$ cat src/rtl/led16_pkg.sv
// Shared types and constants for the led16 sequencing controller.
package led16_pkg;

  typedef enum logic [1:0] {
    ST_IDLE   = 2'd0,
    ST_RUN    = 2'd1,
    ST_SWITCH = 2'd2
  } state_t;

  localparam int SW_CNT_W = 8;

endpackage

$ cat src/rtl/led16_ctl_timer.sv
// Loadable down-counter with a zero flag; holds at zero instead of wrapping.
module led16_ctl_timer #(
  parameter int W = 2
) (
  input  logic         clk,
  input  logic         rst,
  input  logic         load,
  input  logic [W-1:0] load_val,
  input  logic         dec,
  output logic [W-1:0] cnt,
  output logic         zero
);

  logic [W-1:0] cnt_d, cnt_q;

  always_comb begin
    cnt_d = cnt_q;
    if (load) begin
      cnt_d = load_val;
    end else if (dec && (cnt_q != '0)) begin
      cnt_d = cnt_q - 1'b1;
    end
  end

  always_ff @(posedge clk) begin
    if (rst) begin
      cnt_q <= '0;
    end else begin
      cnt_q <= cnt_d;
    end
  end

  assign cnt  = cnt_q;
  assign zero = (cnt_q == '0);

endmodule

$ cat src/rtl/led16_ctl.sv
// Sequencing controller for led16_drv: start/stop, manual or dwell-driven
// mode switching, with an en-low blanking gap around every switch.
module led16_ctl
  import led16_pkg::*;
#(
  parameter int DWELL = 1000,
  parameter int GAP   = 4
) (
  input  logic                clk,
  input  logic                rst,
  input  logic                start,
  input  logic                stop,
  input  logic                auto,
  input  logic                mode_req,
  output logic                en,
  output logic                mod,
  output logic [1:0]          state,
  output logic [SW_CNT_W-1:0] sw_cnt
);

  localparam int DW_W  = $clog2(DWELL);
  localparam int GAP_W = (GAP > 1) ? $clog2(GAP) : 1;
  localparam logic [DW_W-1:0]  DWELL_MAX = DW_W'(DWELL - 1);
  localparam logic [GAP_W-1:0] GAP_LOAD  = GAP_W'(GAP - 1);

  state_t                state_d, state_q;
  logic                  en_d, en_q;
  logic                  mod_d, mod_q;
  logic [SW_CNT_W-1:0]   sw_cnt_d, sw_cnt_q;
  logic [DW_W-1:0]       dwell_d, dwell_q;

  logic                  gap_load, gap_dec, gap_zero;
  logic [GAP_W-1:0]      gap_cnt;

  led16_ctl_timer #(.W(GAP_W)) u_gap (
    .clk      (clk),
    .rst      (rst),
    .load     (gap_load),
    .load_val (GAP_LOAD),
    .dec      (gap_dec),
    .cnt      (gap_cnt),
    .zero     (gap_zero)
  );

  always_comb begin
    state_d  = state_q;
    mod_d    = mod_q;
    sw_cnt_d = sw_cnt_q;
    dwell_d  = dwell_q;
    gap_load = 1'b0;
    gap_dec  = 1'b0;

    case (state_q)
      ST_IDLE: begin
        // start wins over mode_req so mod never flips as en rises
        if (!stop) begin
          if (start) begin
            state_d = ST_RUN;
            dwell_d = '0;
          end else if (mode_req) begin
            mod_d = ~mod_q;
          end
        end
      end
      ST_RUN: begin
        if (stop) begin
          state_d = ST_IDLE;
        end else if (mode_req || (auto && (dwell_q == DWELL_MAX))) begin
          state_d  = ST_SWITCH;
          mod_d    = ~mod_q;
          gap_load = 1'b1;
        end else if (dwell_q != DWELL_MAX) begin
          dwell_d = dwell_q + 1'b1;
        end
      end
      ST_SWITCH: begin
        if (stop) begin
          state_d = ST_IDLE;
        end else if (gap_zero) begin
          state_d  = ST_RUN;
          dwell_d  = '0;
          sw_cnt_d = sw_cnt_q + 1'b1;
        end else begin
          gap_dec = 1'b1;
        end
      end
      default: begin
        state_d = ST_IDLE;
      end
    endcase

    en_d = (state_d == ST_RUN);
  end

  always_ff @(posedge clk) begin
    if (rst) begin
      state_q  <= ST_IDLE;
      en_q     <= 1'b0;
      mod_q    <= 1'b0;
      sw_cnt_q <= '0;
      dwell_q  <= '0;
    end else begin
      state_q  <= state_d;
      en_q     <= en_d;
      mod_q    <= mod_d;
      sw_cnt_q <= sw_cnt_d;
      dwell_q  <= dwell_d;
    end
  end

  assign en     = en_q;
  assign mod    = mod_q;
  assign state  = state_q;
  assign sw_cnt = sw_cnt_q;

endmodule
$ cat config.mk
export PLATFORM = sky130hd
export DESIGN_NAME = led16_ctl
export DESIGN_NICKNAME = d
export VERILOG_FILES = /design/src/rtl/led16_pkg.sv /design/src/rtl/led16_ctl_timer.sv /design/src/rtl/led16_ctl.sv
export SDC_FILE = /design/constraint.sdc
export NUM_CORES = 1
export LEC_CHECK = 0
export BUFFER_PORTS_ARGS = -buffer_cell sky130_fd_sc_hd__buf_2
export CORE_ASPECT_RATIO = 1.1
export CORE_MARGIN = 3
export CORE_UTILIZATION = 55
export DETAILED_ROUTE_END_ITERATION = 10
export PLACE_DENSITY_LB_ADDON = 0.12
export SLEW_MARGIN = 10
export SYNTH_ARGS = -nofsm -noshare
export SYNTH_HDL_FRONTEND = slang
export SYNTH_SLANG_ARGS = --single-unit
$ cat constraint.sdc
create_clock -name clk -period 3.3 [get_ports clk]
set_clock_uncertainty 0.15 [all_clocks]
set_input_delay 0.165 -clock clk [delete_from_list [all_inputs] [get_ports clk]]
set_output_delay 0.165 -clock clk [all_outputs]
set_load 0.01 [all_outputs]
==> results.txt, run 1 <==
----------------------------------------------------
[Layout]
  Multi-input combinational cell area ... 757.0 um^2
  Register cell area after layout ... about 480 um^2
  P&R area growth vs syn ... 10.06%
  Core Util, Final ... between 60% and 70%
  Total Nets Final ... 170
  Share of post-route cells with drive strength above 1 ... 16.88%
  # fillers ... 193
  Commonest cells after routing, fill and taps aside ... dfxtp_1 (24), buf_2 (17), nor2_1 (10)
  Leading cell type in the layout, fill and taps excluded ... dfxtp_1
  Antenna fix cells ... 0

[Clocking]
  Clock tree from TritonCTS ... yes
  Post-cts hold buffer count ... 0
  Deepest level of the CTS H-tree ... 1
  CTS Sinks ... 24
  TritonCTS buffer count ... 3
  Buffer type at the clock tree root ... clkbuf_4
  Post-CTS Setup Repair Bufs ... 0
  Number of cells upsized or downsized after cts ... 0
  Register clock-pin slew on the reported worst setup and hold paths ... 0.13 ns
  Number of buffers between clock root and the deepest sink ... 2
  Insertion delay of the later-clocked pin in the worst-skew pair ... about 0.31 ns

[Critical path]
  Worst-path fanout max ... 15
  Largest stage delay, worst path ... around 0.6 ns
  Slowest stage cell on the critical path ... dfxtp_1
  Worst path top cell family by delay ... simple AND/OR/NAND/NOR gates
  Data arrival time of the worst path ... roughly 2.3 ns
  Critical path type ... reg -> reg
  Cell-by-cell trace of the critical path ... nor4b_4 -> o31ai_4 -> or4_1 -> o311ai_1
  Kind of capture point of the worst setup path ... flop
  Total buffers and inverters traversed by the critical path ... 0
  Data required time at the worst endpoint ... between 3 and 4 ns
  Worst setup SP type ... flop

[Logic synthesis]
  Portion of the post-synthesis area used by sequential elements ... 37.14%
  Post-synthesis cell type count ... 44
  Synthesized net count ... about 150
  Yosys synthesis warning count ... 0
  Post-synth design cell area ... roughly 0.0013 mm^2
  Main area contributors after synthesis ... dfxtp_1 (37%), xor2_1 (4.1%), and3_1 (3.4%)
  Yosys top cell area share ... 37.14%
  Gate count of the mapped netlist ... about 150
  Yosys reg bits ... 24
  Syn Area/Cell ... 8.922 um^2
  Yosys top cell by area ... dfxtp_1

[Timing]
  Count of final setup violators ... 0
  Tmin final ... between 2 and 2.5 ns
  Unrepaired setup endpoints after global routing ... false
  Share of the clock period used by the worst path ... 67.03%
  Measured slew at the worst slew-check pin ... 0.5532 ns
  Sum of negative setup slack ... 0 ns
  Final hold violation count ... 0
  Slew Viols, Final ... 0
  Worst slew margin relative to its limit ... between 60 and 70%
  Upper clock frequency limit ... between 0.4 and 0.5 GHz

[Placed design]
  Gp weighted congestion ... 0.8145
  Half-perimeter wire length after detailed placement ... around 1900 um
  # port buffers ... 17

[Route]
  Sum of routed wire length over all layers ... between 2000 and 3000 um
  Mean routed wirelength per cell ... between 10 and 15 um
  Ratio of routed vias to standard cells ... approximately 6
  Vias post-DR ... 1162
  Total iterations of the first detailed-routing run ... 4
  Number of DRC markers after the initial detailed-route iteration ... 34
  Remaining DRCs ... 0
  Residual antenna-violating net count after detailed routing ... 0

[Floorplan]
  Std cell rows ... 17
  DIE WIDTH ... between 50 and 60 um
  Area of the core region ... around 0.0021 mm^2
  Top Ports ... 18
  Vertical die dimension ... around 57 um
  Initial cell density of the core ... between 60 and 70%
  Total die area ... about 0.0030 mm^2

[Power]
  Total power per unit cell area ... around 340 mW/mm^2
  Peak VDD IR ... about 210 uV
  P_leak ... between 0.5 and 0.6 nW

[Flow run]
  Max cap viols ... 0

[GRT]
  Global-route wire length before repair ... between 4000 and 5000 um
  Number of global-route vias before repair ... approximately 1100
  Largest net degree at the start of global routing ... 29
  Number of antenna violations at the first check in global routing ... 0
  Global-route total usage across every layer ... 18.92%
  Overall overflow remaining after global route ... 0

[Run status]
  Run status ... complete, no violations

[Hold path]
  Type of the most critical hold path ... in -> reg

----------------------------------------------------
per-layer routing:
layer  wire length [um]  global-route usage (%)  share of wire [%]  up-vias
met5                  0                       0                  0        -
met2               1223                   29.98                 48       38
met1               1165                   24.72                 45      541
li1                   -                       -                  -      577
met4                 20                   8.394               0.78        0
met3                156                   3.183                6.1        6
sequential cells by signal (all words and copies together) (netlist names):
| signal | cells |
|---|---|
| en | 1 |
| u_gap.cnt | 2 |
| dwell_q | 10 |
| state | 2 |
| mod | 1 |
| sw_cnt | 8 |
path summary, 6_finish.rpt:
path,to,startpoint,depth (start not counted),slack (ns)
max,dwell_q[5],state[0],4,1.09
min,state[0],stop,2,0.05
max reg2reg,dwell_q[5],state[0],4,1.09
min reg2reg,u_gap.cnt[1],u_gap.cnt[1],2,0.37
cell type report:
cell class	count	share of cell area [%]
multi-input cells	108	53.16
well taps	28	2.460
inverters	6	1.582
flip-flops and latches	24	33.74
repair buffers	18	6.503
clock buffers	4	2.548
synth_stat cells (all sizes together):
library cell / n
dfxtp: 24
a21boi: 1
or4bb: 1
a31oi: 2
nor4b: 2
or3: 2
o31ai: 2
nand2: 9
or4: 3
or2b: 1
o32a: 1
a211oi: 1
inv: 6
mux2i: 3
a311oi: 4
nor3: 7
nand4b: 1
nor4: 2
nand2b: 2
xor2: 6
and3: 7
nor3b: 1
buf: 2
nand4bb: 1
nand3b: 2
a21oi: 7
clkbuf: 5
or3b: 1
a41oi: 2
o21a: 1
nand4: 5
nand3: 5
a2111oi: 2
o21ai: 8
xnor2: 1
nor2: 10
o311ai: 1
nor4bb: 1
ha: 3
power by group:
part	internal (W)	switching (W)	leakage, nW	total (W)
Sequential	0.000293	0.00000389	0.194	0.000297
Combinational	0.0000129	0.0000222	0.303	0.0000350
Clock	0.0000673	0.0000848	0.0210	0.000152
metrics by stage:
stage | worst slack (ns) | power [W] | hold slack (ns) | area (um^2) | instances
finish | 1.088 | 0.0004837 | 0.04952 | 1424 | 188
global route | 0.9853 | 0.0005073 | 0.05911 | 1424 | 188
CTS | 1.127 | 0.0004900 | 0.03043 | 1424 | 188
detailed placement | 1.152 | 0.0003377 | 0.3497 | 1388 | 184
global placement | 1.285 | 0.0003368 | 0.3389 | 1388 | 184
floorplan | 1.436 | 0.0003263 | 0.2526 | 1294 | 145
worst reg2reg max path: cells and delay by family, from the launching register on:
kind             cells  cell delay (ns)
AND/OR/NAND/NOR      2             1.07
flip-flops           1             0.60
AO/OA/AOI/OAI        2             0.30
cell families after synthesis:
family	share of synthesized area [%]
AND/OR/NAND/NOR	30.95
AO/OA/AOI/OAI	17.60
flip-flops	37.14
buffers and inverters	4.352
XOR/XNOR	4.739
multiplexers	2.321
adder cells (fa/ha/maj)	2.902
(Power assumes the default switching activity.)
==> run 2: changes to the inputs <==
Settings changed: ABC_AREA set to 1.
Clock period 3.3 ns to 2.2 ns, I/O delays scaled along.
==> run 2 against run 1 <==
Highest routed layer unchanged; final cell count is 34% higher; clock-buffer cell count is 1 lower; first-iteration DRC count is 21% higher.
==> results.txt, run 2 <==
----------------------------------------------------
[Logic synthesis]
  Gate count of the mapped netlist ... about 200
  Main area contributors after synthesis ... dfxtp_1 (35%), nand2_1 (14%), nor2_1 (7.2%)
  Portion of the post-synthesis area used by sequential elements ... between 30% and 40%
  Yosys top cell by area ... dfxtp_1
  Ys async rst share ... 0%
  Yosys reg bits ... 24
  Post-synthesis cell type count ... 26
  Synthesized net count ... roughly 210
  Commonest cells post-synth ... nand2_1 (49), nor2_1 (26), inv_1 (25)
  Syn Area/Cell ... around 6.7 um^2
  Predominant post-synthesis flop cell ... dfxtp_1
  Post-synth design cell area ... roughly 0.0014 mm^2
  Yosys synthesis warning count ... 0
  Yosys top cell area share ... 35.46%
  Leading cell type by number of instances after synthesis ... nand2_1
  EDFF count, synth ... 0

[Clocking]
  Deepest level of the CTS H-tree ... 1
  Number of buffers between clock root and the deepest sink ... 2
  Register clock-pin slew on the reported worst setup and hold paths ... 0.13 ns
  CTS Sinks ... 24
  Clock tree from TritonCTS ... yes
  Insertion delay of the later-clocked pin in the worst-skew pair ... just over 0.3 ns
  TritonCTS buffer count ... 3
  Buffer type at the clock tree root ... clkbuf_4

[Route]
  Ratio of routed vias to standard cells ... between 5 and 6
  Sum of routed wire length over all layers ... about 2800 um
  Residual antenna-violating net count after detailed routing ... 0
  Number of DRC markers after the initial detailed-route iteration ... 41
  Total iterations of the first detailed-routing run ... 4
  Vias post-DR ... 1300
  Mean routed wirelength per cell ... 11.02 um
  Remaining DRCs ... 0

[GRT]
  Global-route wire length before repair ... 4830 um
  Largest net degree at the start of global routing ... 15
  Number of global-route vias before repair ... 1203
  Overall overflow remaining after global route ... 0
  Number of antenna violations at the first check in global routing ... 0
  Global-route total usage across every layer ... about a fifth

[Critical path]
  Data required time at the worst endpoint ... approximately 2.3 ns
  Kind of capture point of the worst setup path ... flop
  R2R setup slack ... slightly above 0.2 ns
  Slowest stage cell on the critical path ... dfxtp_1
  Data arrival time of the worst path ... 2.07 ns
  Termination of the worst setup path ... dwell_q[9]
  Critical path type ... reg -> reg
  Worst-path fanout max ... 13
  Worst r2r path cells ... 9
  Reg-to-Reg Start ... dwell_q[0]
  WP depth ... 9
  Largest stage delay, worst path ... 0.36 ns
  Cell-by-cell trace of the critical path ... ha_1 -> nand2_1 -> nor2_1 -> nand3_1 -> nand2_1 -> nand2_1 -> nand3_4 -> a21oi_1 -> nor2_1
  Crit-path most repeated cell ... nand2_1
  Worst setup SP type ... flop
  Total buffers and inverters traversed by the critical path ... 0
  Endpoint of the lowest-slack register-to-register path ... dwell_q[9]
  Worst path top cell family by delay ... simple AND/OR/NAND/NOR gates
  Launching element of the worst setup path ... dwell_q[0]

[Placed design]
  # port buffers ... 17
  Gp weighted congestion ... 0.8952
  Half-perimeter wire length after detailed placement ... between 2000 and 2500 um

[Layout]
  Leading cell type in the layout, fill and taps excluded ... nand2_1
  P&R area growth vs syn ... 12.56%
  Max reg flops ... 10
  Commonest cells after routing, fill and taps aside ... nand2_1 (49), nor2_1 (26), inv_1 (25)
  Largest reg by FF count ... dwell_q
  # fillers ... about 220
  Antenna fix cells ... 0
  Share of post-route cells with drive strength above 1 ... between 15 and 20%
  Total Nets Final ... roughly 230

[Timing]
  Sum of negative setup slack ... 0 ns
  Unrepaired setup endpoints after global routing ... false
  Measured slew at the worst slew-check pin ... 0.4172 ns
  Final hold violation count ... 0
  Upper clock frequency limit ... about 0.5 GHz
  Tmin final ... between 1.5 and 2 ns
  Worst slew margin relative to its limit ... 72.12%
  Share of the clock period used by the worst path ... between 90% and 100%
  Slew Viols, Final ... 0
  Count of final setup violators ... 0

[Power]
  P_leak ... roughly 0.65 nW
  Total power per unit cell area ... between 500 and 600 mW/mm^2
  Peak VDD IR ... 626.5 uV
  Total power of the final layout ... 0.0008426 W

[Floorplan]
  DIE WIDTH ... about 53 um
  Initial cell density of the core ... 58.99%
  Area of the core region ... ~0.0023 mm^2
  Total die area ... between 0.003 and 0.004 mm^2
  Top Ports ... 18
  Std cell rows ... 18
  Vertical die dimension ... around 58 um

[Hold path]
  Type of the most critical hold path ... in -> reg

[Run status]
  Run status ... complete, no violations

[Flow run]
  Max cap viols ... 0

----------------------------------------------------
-- run 2: cell types whose count changed after synthesis, sizes merged, moves of 7 or more --
cell,previous run,this run
nand3,5,15
a21oi,7,21
inv,6,31
nor2,10,31
and3,7,0
nand2,9,50
-- run 2: through the flow --
stage / area, um^2 / setup WS (ns) / cells / util, % / hold WS, ns
2_1_floorplan: 1355 / 0.6472 / 202 / - / 0.1654
3_3_place_gp: 1453 / 0.3738 / 245 / 63.24 / 0.2669
3_5_place_dp: 1453 / 0.2533 / 245 / 63.24 / 0.2664
4_1_cts: 1525 / 0.2291 / 251 / 66.39 / 0.03897
5_1_grt: 1525 / 0.03922 / 251 / 66.39 / 0.08013
6_report: 1525 / 0.2022 / 251 / 66.39 / 0.05018
-- run 2: per-layer routing --
| metal | share of wire [%] | track usage, % | vias to the layer above |
|---|---|---|---|
| met5 | 0 | 0 | - |
| met1 | 46 | 25.24 | 582 |
| met2 | 49 | 35.38 | 21 |
| met3 | 2.4 | 3.342 | 9 |
| met4 | 2.3 | 7.664 | 0 |
| li1 | - | - | 688 |
-- run 2: layout make-up --
type | instances | area (um^2) | share of cell area (%)
Tap cell | 30 | 37.54 | 2.461
Sequential cell | 24 | 480.5 | 31.50
Inverter | 31 | 116.4 | 7.629
Timing Repair Buffer | 19 | 105.1 | 6.891
Multi-Input combinational cell | 143 | 733.2 | 48.07
Clock buffer | 3 | 22.52 | 1.477
Clock inverter | 1 | 30.03 | 1.969
-- run 2: worst min-delay path by stage --
stage	end	slack, ns	from	cells after the start
2_1_floorplan	en	0.17	start	2
3_3_place_gp	dwell_q[6]	0.27	rst	2
3_5_place_dp	dwell_q[6]	0.27	rst	2
4_1_cts	state[0]	0.04	mode_req	4
5_1_grt	en	0.08	mode_req	4
6_report	state[0]	0.05	mode_req	4
-- run 2: repair_timing --
item | 4_1_cts | 5_1_grt
endpoints found under the setup margin | 0 | 0
endpoints found under the hold margin | 10 | 0
resized for setup | 0 | 0
hold buffers | 2 | 0
setup buffers | 0 | 0
-- run 2: cell families after synthesis --
family / Yosys count / synth area share, %
DFF: 24 / 35.46
adders and majority gates: 3 / 2.770
buffers and inverters: 35 / 10.43
AOI/OAI and AO/OA: 32 / 13.39
and+or+nand+nor: 108 / 37.95
-- run 2: where the power goes --
part	total, W	internal, W	switching (W)
Clock	0.000317	0.000184	0.000132
Sequential	0.000450	0.000443	0.00000662
Combinational	0.0000762	0.0000264	0.0000497
-- run 2: worst register-to-register path, cell delays in order, from the launching register on --
cell and delay (ns):
dfxtp_1 0.36, ha_1 0.22, nand2_1 0.12, nor2_1 0.08, nand3_1 0.10, nand2_1 0.06, nand2_1 0.32, nand3_4 0.25
a21oi_1 0.20, nor2_1 0.06
